`src/rtl/keypad_entry_buffer.sv`:
```
// Keypad entry buffer: turns debounced 4x4 keypad codes into a multi-digit number for display and MMIO.
// Optional decimal entry with binary conversion is enabled by defining KEYPAD_DECIMAL_EN.
module keypad_entry_buffer #(
    parameter int MAX_DIGITS = 8
) (
    input  logic        clk,
    input  logic        rst_n,
    input  logic [7:0]  key_coord,
    output logic [31:0] disp_value,
    output logic [3:0]  disp_digits,
    output logic [31:0] data_out,
    output logic        data_valid,
    input  logic        data_ack,
    output logic        key_err
);

    localparam logic [3:0]  K_STAR   = 4'hE;
    localparam logic [3:0]  K_ENTER  = 4'hF;
    localparam logic [3:0]  MAX_CNT  = 4'(MAX_DIGITS);
    localparam logic [31:0] BUF_MASK = 32'((64'd1 << (4 * MAX_DIGITS)) - 64'd1);
`ifdef KEYPAD_DECIMAL_EN
    localparam logic [3:0]  LAST_DIGIT = 4'd9;
`else
    localparam logic [3:0]  LAST_DIGIT = 4'hD;
`endif

    typedef enum logic [1:0] {
        S_ENTRY   = 2'd0,
`ifdef KEYPAD_DECIMAL_EN
        S_CONVERT = 2'd1,
`endif
        S_HOLD    = 2'd2
    } state_t;

    // {valid, line index}: a line is valid when exactly one bit is low
    function automatic logic [2:0] dec_line(input logic [3:0] n);
        case (n)
            4'h7:    dec_line = 3'b100;
            4'hB:    dec_line = 3'b101;
            4'hD:    dec_line = 3'b110;
            4'hE:    dec_line = 3'b111;
            default: dec_line = 3'b000;
        endcase
    endfunction

    function automatic logic [3:0] key_map(input logic [3:0] pos);
        case (pos)
            4'd0:    key_map = 4'h1;
            4'd1:    key_map = 4'h2;
            4'd2:    key_map = 4'h3;
            4'd3:    key_map = 4'hA;
            4'd4:    key_map = 4'h4;
            4'd5:    key_map = 4'h5;
            4'd6:    key_map = 4'h6;
            4'd7:    key_map = 4'hB;
            4'd8:    key_map = 4'h7;
            4'd9:    key_map = 4'h8;
            4'd10:   key_map = 4'h9;
            4'd11:   key_map = 4'hC;
            4'd12:   key_map = K_STAR;
            4'd13:   key_map = 4'h0;
            4'd14:   key_map = K_ENTER;
            default: key_map = 4'hD;
        endcase
    endfunction

    state_t      r_state, w_state_n;
    logic [7:0]  r_prev, r_code;
    logic        r_evt;
    logic [31:0] r_buf, w_buf_n;
    logic [3:0]  r_cnt, w_cnt_n;
    logic [31:0] r_dout, w_dout_n;
    logic        r_dv, w_dv_n;
    logic        r_err, w_err_n;
    logic [2:0]  w_row, w_col;
    logic        w_valid, w_event;
    logic [3:0]  w_key;
`ifdef KEYPAD_DECIMAL_EN
    logic [31:0] r_acc, w_acc_n, w_acc_mac;
    logic [2:0]  r_idx, w_idx_n;
    logic [3:0]  w_nib;
`endif

    assign w_event = (key_coord != 8'h00) && (r_prev == 8'h00);
    assign w_row   = dec_line(r_code[7:4]);
    assign w_col   = dec_line(r_code[3:0]);
    assign w_valid = w_row[2] & w_col[2];
    assign w_key   = key_map({w_row[1:0], w_col[1:0]});
`ifdef KEYPAD_DECIMAL_EN
    assign w_nib     = r_buf[{r_idx, 2'b00} +: 4];
    assign w_acc_mac = (r_acc * 32'd10) + {28'd0, w_nib};
`endif

    always_ff @(posedge clk) begin
        if (!rst_n) r_state <= S_ENTRY;
        else        r_state <= w_state_n;
    end

    always_comb begin
        w_state_n = r_state;
        w_buf_n   = r_buf;
        w_cnt_n   = r_cnt;
        w_dout_n  = r_dout;
        w_dv_n    = r_dv;
        w_err_n   = 1'b0;
`ifdef KEYPAD_DECIMAL_EN
        w_acc_n   = r_acc;
        w_idx_n   = r_idx;
`endif
        case (r_state)
            S_ENTRY: begin
                if (r_evt) begin
                    if (!w_valid) begin
                        w_err_n = 1'b1;
                    end else if (w_key == K_STAR) begin
                        if (r_cnt != 4'd0) begin
                            w_buf_n = r_buf >> 4;
                            w_cnt_n = r_cnt - 4'd1;
                        end
                    end else if (w_key == K_ENTER) begin
                        if (r_cnt != 4'd0) begin
`ifdef KEYPAD_DECIMAL_EN
                            w_acc_n   = 32'd0;
                            w_idx_n   = 3'(r_cnt - 4'd1);
                            w_state_n = S_CONVERT;
`else
                            w_dout_n  = r_buf;
                            w_dv_n    = 1'b1;
                            w_state_n = S_HOLD;
`endif
                        end
                    end else if (w_key > LAST_DIGIT || r_cnt >= MAX_CNT) begin
                        w_err_n = 1'b1;
                    end else begin
                        w_buf_n = {r_buf[27:0], w_key} & BUF_MASK;
                        w_cnt_n = r_cnt + 4'd1;
                    end
                end
            end
`ifdef KEYPAD_DECIMAL_EN
            // Most significant digit first; the last step writes the result directly
            S_CONVERT: begin
                if (r_idx == 3'd0) begin
                    w_dout_n  = w_acc_mac;
                    w_dv_n    = 1'b1;
                    w_state_n = S_HOLD;
                end else begin
                    w_acc_n = w_acc_mac;
                    w_idx_n = r_idx - 3'd1;
                end
            end
`endif
            S_HOLD: begin
                if (data_ack && r_dv) begin
                    w_dv_n    = 1'b0;
                    w_buf_n   = 32'd0;
                    w_cnt_n   = 4'd0;
                    w_state_n = S_ENTRY;
                end
            end
            default: w_state_n = S_ENTRY;
        endcase
    end

    // Events are only captured in ENTRY, so a key arriving with the ack is dropped
    always_ff @(posedge clk) begin
        if (!rst_n) begin
            r_prev <= 8'h00;
            r_code <= 8'h00;
            r_evt  <= 1'b0;
            r_buf  <= 32'd0;
            r_cnt  <= 4'd0;
            r_dout <= 32'd0;
            r_dv   <= 1'b0;
            r_err  <= 1'b0;
`ifdef KEYPAD_DECIMAL_EN
            r_acc  <= 32'd0;
            r_idx  <= 3'd0;
`endif
        end else begin
            r_prev <= key_coord;
            r_code <= key_coord;
            r_evt  <= w_event && (r_state == S_ENTRY);
            r_buf  <= w_buf_n;
            r_cnt  <= w_cnt_n;
            r_dout <= w_dout_n;
            r_dv   <= w_dv_n;
            r_err  <= w_err_n;
`ifdef KEYPAD_DECIMAL_EN
            r_acc  <= w_acc_n;
            r_idx  <= w_idx_n;
`endif
        end
    end

    assign disp_value  = r_buf;
    assign disp_digits = r_cnt;
    assign data_out    = r_dout;
    assign data_valid  = r_dv;
    assign key_err     = r_err;

endmodule

```
`config.mk`:
```
export PLATFORM = sky130hd
export DESIGN_NAME = keypad_entry_buffer
export DESIGN_NICKNAME = d
export VERILOG_FILES = /design/src/rtl/keypad_entry_buffer.sv
export SDC_FILE = /design/constraint.sdc
export NUM_CORES = 1
export LEC_CHECK = 0
export ABC_AREA = 1
export CAP_MARGIN = 30
export CORE_MARGIN = 10
export CORE_UTILIZATION = 45
export CTS_CLUSTER_SIZE = 8
export DETAILED_ROUTE_END_ITERATION = 12
export GPL_TIMING_DRIVEN = 1
export PLACE_DENSITY = 0.78
export SETUP_SLACK_MARGIN = 0.2
export SLEW_MARGIN = 0
export SYNTH_ARGS = -nofsm -noshare
export SYNTH_HDL_FRONTEND = slang
export SYNTH_SLANG_ARGS = --single-unit
```
`constraint.sdc`:
```
create_clock -name clk -period 7.5 [get_ports clk]
set_clock_uncertainty 0.05 [all_clocks]
set_input_delay 1.5 -clock clk [delete_from_list [all_inputs] [get_ports clk]]
set_output_delay 1.5 -clock clk [all_outputs]
set_load 0.02 [all_outputs]
```
==> run summary, run 1 <==
Worst setup SP type - register
Mean Syn Cell Area - 6.60 um^2
Setup crit end kind - register
yosys warns - 0
Pwr Total - 752 uW
Peak Freq - 309 MHz
DRT iter0 DRCs - 229
Max clock buf depth - 2
Period Utilization, post-route - 43.2%
CTS tree - done
Synth Cell Area - 3840 um^2
Synth cell types - 34
slew margin rel. - 55.6%
clk_lat worst skew - 0.35 ns
worst hold path class - reg -> reg
RSZ-0062 raised after global routing - no
Overflow after GRT - 0
FILL cells - 779
Setup crit start - r_code[0]
fraction of layout cells with a size suffix above 1 - 6.11%
most frequent cells after synthesis - nand2_1, nor2_1, dfxtp_1, o21ai_0, inv_1
Required @ worst endpoint - 7.73 ns
cell count after placement - 744
Diodes inserted - 0
CP max FO - 33
die width - 112 um
register bit total from synthesis - 79
setup violators final - 0
Synth Instances - 583
most common cell in the synthesized netlist - nand2_1
clk root buf - clkbuf_8
setup_tns - 0 ns
first-pass GRT wire length - 16.4 mm
worst hold path depth - 2
Post-synth EDFFs - 0
sequential area share after synthesis - 41.1%
die area - 12600 um^2
Fin. Hold Viols - 0
status - complete, no violations
R2R cell count - 16
WP data arrival - 3.47 ns
Slew Viols, Final - 0
number of global-route vias before repair - 3378
CTS buffer count - 9
HPWL Detailed - 7.14 mm
Clk pin slew, worst setup/hold paths - 0.08 ns
H-tree levels - 3
hold path endpoint - key_err
drt total wl - 9.71 mm
drc violations - 0
largest net degree at the start of global routing - 73
Synth area leader - dfxtp_1
Pre-Repair DR Iteration Count - 5
Die Span Y - 112 um
Final GP Congestion - 0.852
VDD IR-drop max - 0.0831 mV
row count - 33
initial antenna violation count - 0
mean routed wirelength per cell - 12.8 um
Initial Util - 46.6%
final instance area - 4830 um^2
via density per instance - 4.80
cts hold-fix bufs - 0
core footprint - 8260 um^2
worst setup path class - reg -> reg
flop-to-flop setup slack - 4.26 ns
area share of the largest cell type after synthesis - 41.1%
Post-Syn Nets - 602
leak pwr - 0.00219 uW
setup bufs post-CTS - 0
IO Port Bufs - 80
min Tclk post-route - 3.24 ns
worst flop-to-flop path startpoint - r_code[0]
post_cts resized - 0
asr flop ratio synth - 0%
max-cap check violation count - 0
power per cell area - 156 nW/um^2
area grow syn2layout - 25.7%
post-route ant nets - 0
DP Area - 4640 um^2
top cells by area, synth - dfxtp_1, nand2_1, nor2_1
via count - 3645
Ports - 81
reg2reg end - data_out[30]
Synth Flop Type - dfxtp_1
Hold Crit Start - r_evt
Total GRT Usage - 15.2%
worst slew pin tran - 0.666 ns
Hold WS - 0.432 ns
Cell Count, Final, Fillers Out - 760
Nets - 669
Clock Sink Count - 79
where the power goes:
group | internal (uW) | switching [uW]
sequential | 422 | 2.31
clock | 141 | 157
combinational | 11.5 | 18.7
total | 574 | 178
placed cells by master (no fill, tap or decap), drive strengths merged:
cell and count:
a2111oi 1, a21oi 4, a31oi 1, buf 2
clkbuf 11, clkdlybuf4s50 79, clkinv 5, clkinvlp 1
dfxtp 79, fa 1, ha 7, inv 57
nand2 166, nand3 18, nand3b 1, nand4 2
nor2 153, nor3 4, nor4 3, o21ai 54
o21bai 2, o31ai 2, or2 1, xor2 1
routing by layer:
| layer | global-route usage, % | share of wire, % |
|---|---|---|
| met5 | 0 | 0 |
| met4 | 6.01 | 1.4 |
| met3 | 4.42 | 6.9 |
| met2 | 23.6 | 45 |
| met1 | 19.3 | 47 |
worst max-delay path by stage:
| stage | depth (start not counted) | endpoint |
|---|---|---|
| finish | 16 | data_out[30] |
| CTS | 16 | data_out[29] |
| global route | 16 | data_out[29] |
| global placement | 8 | disp_value[16] |
| floorplan | 21 | disp_digits[3] |
| detailed placement | 8 | disp_value[18] |
per-stage QoR:
step | util (%) | worst slack (ns)
3_3_place_gp | 56.2 | 4.36
4_1_cts | 58.5 | 4.23
3_5_place_dp | 56.2 | 4.27
5_1_grt | 58.5 | 3.85
6_report | 58.5 | 4.26
2_1_floorplan | - | 4.78
worst max-delay path, stage by stage, from the launching register on:
cell     delay, ns
dfxtp_1       0.35
inv_1         0.06
nand2_1       0.06
nand2_1       0.06
nor2_2        0.23
inv_1         0.10
ha_1          0.29
nand2_1       0.05
nand3_1       0.06
nand2_1       0.11
nand2_4       0.14
nor2_8        0.08
nor2_8        0.32
nand2_2       0.41
inv_2         0.54
nor2_1        0.09
nor3_1        0.14
registers in the layout (all words and copies together) (netlist names):
name         flops
key_err          1
disp_digits      4
data_out        32
r_code           8
data_valid       1
disp_value      32
r_evt            1
logic make-up after synthesis:
kind of cell,Yosys count,share of synthesized area [%]
compound gates,64,8.95
buf+inv,83,9.18
simple gates,348,37.7
fa+ha+maj,8,2.80
flops,79,41.1
xor+xnor,1,0.228
area by class of cell:
cell class	instances	area (um^2)	share of cell area, %
multi-input cells	421	1910	39.5
flip-flops and latches	79	1580	32.7
repair buffers	81	803	16.6
inverters	58	218	4.50
clock buffers	11	151	3.13
well taps	105	131	2.72
clock inverters	5	38.8	0.802
Note: power is estimated with default switching activity, not from simulation.
==> run 2, diff against run 1 <==
==> constraint.sdc (replaced) <==
create_clock -name clk -period 3.2 [get_ports clk]
set_clock_uncertainty 0.05 [all_clocks]
set_input_delay 0.64 -clock clk [delete_from_list [all_inputs] [get_ports clk]]
set_output_delay 0.64 -clock clk [all_outputs]
set_load 0.02 [all_outputs]
==> run 2 against run 1 <==
Utilization rose by 1.4 points. Sequential share of layout area is 0.72 points lower. First-iteration DRC count is 14% higher. Largest power group unchanged. Final cell count increased by 1.3%. Highest routed layer unchanged. Count of clock-buffer cells in the layout did not move. Largest cell class unchanged. Cell area increased by 2.4%. Hold slack about the same. Clock power up 130%. Critical path type unchanged. Flip-flop and latch count is the same. Die area did not move.
==> run summary, run 2 (synthesis results as in run 1) <==
status - complete, no violations (unchanged)
most frequent cells in the layout - nand2_1, nor2_1, clkdlybuf4s50_1 (was nand2_1, nor2_1, dfxtp_1, clkdlybuf4s50_1, o21ai_0)
Slew Viols, Final - 0 (unchanged)
VDD IR-drop max - 0.218 mV (was 0.0831 mV)
Die Span Y - 112 um (unchanged)
CTS buffer count - 9 (unchanged)
Clk pin slew, worst setup/hold paths - 0.08 ns (about the same)
min Tclk post-route - 2.80 ns (was 3.24 ns)
via density per instance - 4.94 (was 4.80)
die area - 12600 um^2 (unchanged)
RSZ-0062 raised after global routing - no (unchanged)
mean routed wirelength per cell - 13.3 um (was 12.8 um)
most common cell after layout, fill and taps aside - nand2_1 (unchanged)
largest net degree at the start of global routing - 60 (was 73)
post-route ant nets - 0 (unchanged)
Most Crowded Layer GR - met2 (unchanged)
Period Utilization, post-route - 87.6% (was 43.2%)
clk_lat worst skew - 0.36 ns (was 0.35 ns)
area grow syn2layout - 28.8% (was 25.7%)
CP max stage delay - 0.34 ns (was 0.54 ns)
power per cell area - 355 nW/um^2 (was 156 nW/um^2)
slew margin rel. - 63.8% (was 55.6%)
setup_tns - 0 ns (unchanged)
Required @ worst endpoint - 3.44 ns (was 7.73 ns)
die width - 112 um (unchanged)
Fin. Hold Viols - 0 (unchanged)
IO Port Bufs - 80 (unchanged)
Hold WS - 0.432 ns (about the same)
drc violations - 0 (unchanged)
first-pass GRT wire length - 17.2 mm (was 16.4 mm)
WP data arrival - 3.04 ns (was 3.47 ns)
M1 GR Usage - 19.2% (was 19.3%)
initial antenna violation count - 0 (unchanged)
Nets - 679 (was 669)
Overflow after GRT - 0 (unchanged)
CP max FO - 5 (was 33)
worst hold path depth - 2 (unchanged)
CP Cell Sequence - inv_1 -> nand2_1 -> nand2_1 -> nor2_4 -> inv_1 -> ha_1 -> nand2_1 -> nand3_1 -> nand2_2 -> nand2_4 -> nor2_8 -> ha_4 -> a21oi_1 -> nand2_1 -> xor2_2 -> o21bai_1 -> nand2_1 -> nand2_1 -> nand2_1 -> nand2_1 -> nor2_1 (was inv_1 -> nand2_1 -> nand2_1 -> nor2_2 -> inv_1 -> ha_1 -> nand2_1 -> nand3_1 -> nand2_1 -> nand2_4 -> nor2_8 -> nor2_8 -> nand2_2 -> inv_2 -> nor2_1 -> nor3_1)
R2R cell count - 21 (was 16)
Total GRT Usage - 16.0% (was 15.2%)
M2 GR Usage - 25.7% (was 23.6%)
FILL cells - 754 (was 779)
Setup crit end kind - register (unchanged)
Peak Freq - 357 MHz (was 309 MHz)
flop-to-flop setup slack - 0.40 ns (was 4.26 ns)
DRT iter0 DRCs - 260 (was 229)
Crit path max-delay family - simple AND/OR/NAND/NOR gates (unchanged)
H-tree levels - 3 (unchanged)
Final GP Congestion - 0.837 (was 0.852)
CP max stage cell - dfxtp_2 (was inv_2)
drt total wl - 10.2 mm (was 9.71 mm)
Pre-Repair DR Iteration Count - 5 (unchanged)
CP bufs+invs - 2 (was 3)
fraction of layout cells with a size suffix above 1 - 8.27% (was 6.11%)
Worst path depth - 21 (was 16)
via count - 3805 (was 3645)
HPWL Detailed - 7.46 mm (was 7.14 mm)
Worst setup SP type - register (unchanged)
leak pwr - 0.00224 uW (was 0.00219 uW)
Most common cell on crit path - nand2_1 (unchanged)
worst setup path class - reg -> reg (unchanged)
Initial Util - 46.6% (unchanged)
worst hold path class - reg -> reg (unchanged)
Diodes inserted - 0 (unchanged)
clk root buf - clkbuf_8 (unchanged)
core footprint - 8260 um^2 (unchanged)
met3 usage - 4.74% (was 4.42%)
area of the multi-input gates - 1940 um^2 (was 1910 um^2)
worst slew pin tran - 0.542 ns (was 0.666 ns)
Max clock buf depth - 2 (unchanged)
number of global-route vias before repair - 3601 (was 3378)
Register Area - 1580 um^2 (about the same)
CTS tree - done (unchanged)
setup violators final - 0 (unchanged)
Clock Sink Count - 79 (unchanged)
row count - 33 (unchanged)
max-cap check violation count - 0 (unchanged)
Ports - 81 (unchanged)
==> run 2: layout make-up <==
| cell class | instances | share of cell area (%) |
|---|---|---|
| inverters | 58 | 4.40 |
| flip-flops and latches | 79 | 32.0 |
| multi-input cells | 421 | 39.2 |
| clock buffers | 11 | 2.86 |
| well taps | 105 | 2.65 |
| repair buffers | 91 | 18.0 |
| clock inverters | 5 | 0.859 |
==> run 2: worst paths after layout <==
path / startpoint / endpoint
setup / recovery: r_code[0] / disp_digits[3]
hold / removal: data_out[9] / data_out[9]
setup reg to reg: r_code[0] / disp_digits[3]
hold reg to reg: data_out[9] / data_out[9]
==> run 2: worst register-to-register path, stage by stage (launching register included) <==
cell and delay (ns):
dfxtp_2 0.34, inv_1 0.06, nand2_1 0.07, nand2_1 0.08, nor2_4 0.17, inv_1 0.09, ha_1 0.27, nand2_1 0.07
nand3_1 0.09, nand2_2 0.13, nand2_4 0.09, nor2_8 0.13, ha_4 0.22, a21oi_1 0.13, nand2_1 0.09, xor2_2 0.16
o21bai_1 0.15, nand2_1 0.06, nand2_1 0.05, nand2_1 0.09, nand2_1 0.05, nor2_1 0.10
==> run 2: per-layer routing <==
layer | vias up | part of all wire, %
li1 | 1954 | -
met1 | 1723 | 45
met2 | 111 | 46
met3 | 17 | 7.0
met4 | 0 | 2.0
met5 | - | 0
==> run 2: repair_timing <==
item,CTS,global route
resized for setup,1,6
pin swaps,1,2
hold buffers,0,0
buffers inserted,2,4
setup endpoints to repair,1,14
==> run 2: power breakdown <==
| group | leakage [uW] | switching, uW | internal (uW) |
|---|---|---|---|
| sequential | 0.000639 | 5.67 | 988 |
| clock | 0.0000901 | 380 | 310 |
| combinational | 0.00151 | 46.3 | 28.2 |
==> run 2: stage by stage <==
stage          instance area (um^2)  setup WS [ns]  power [uW]  util [%]  std cells
3_3_place_gp                   4690          0.313        1090      56.8        748
3_5_place_dp                   4690         0.0741        1090      56.8        748
4_1_cts                        4890          0.310        1770      59.2        766
5_1_grt                        4950          0.167        1820      60.0        770
2_1_floorplan                  3840          0.476        1060         -        583
6_report                       4950          0.398        1760      60.0        770
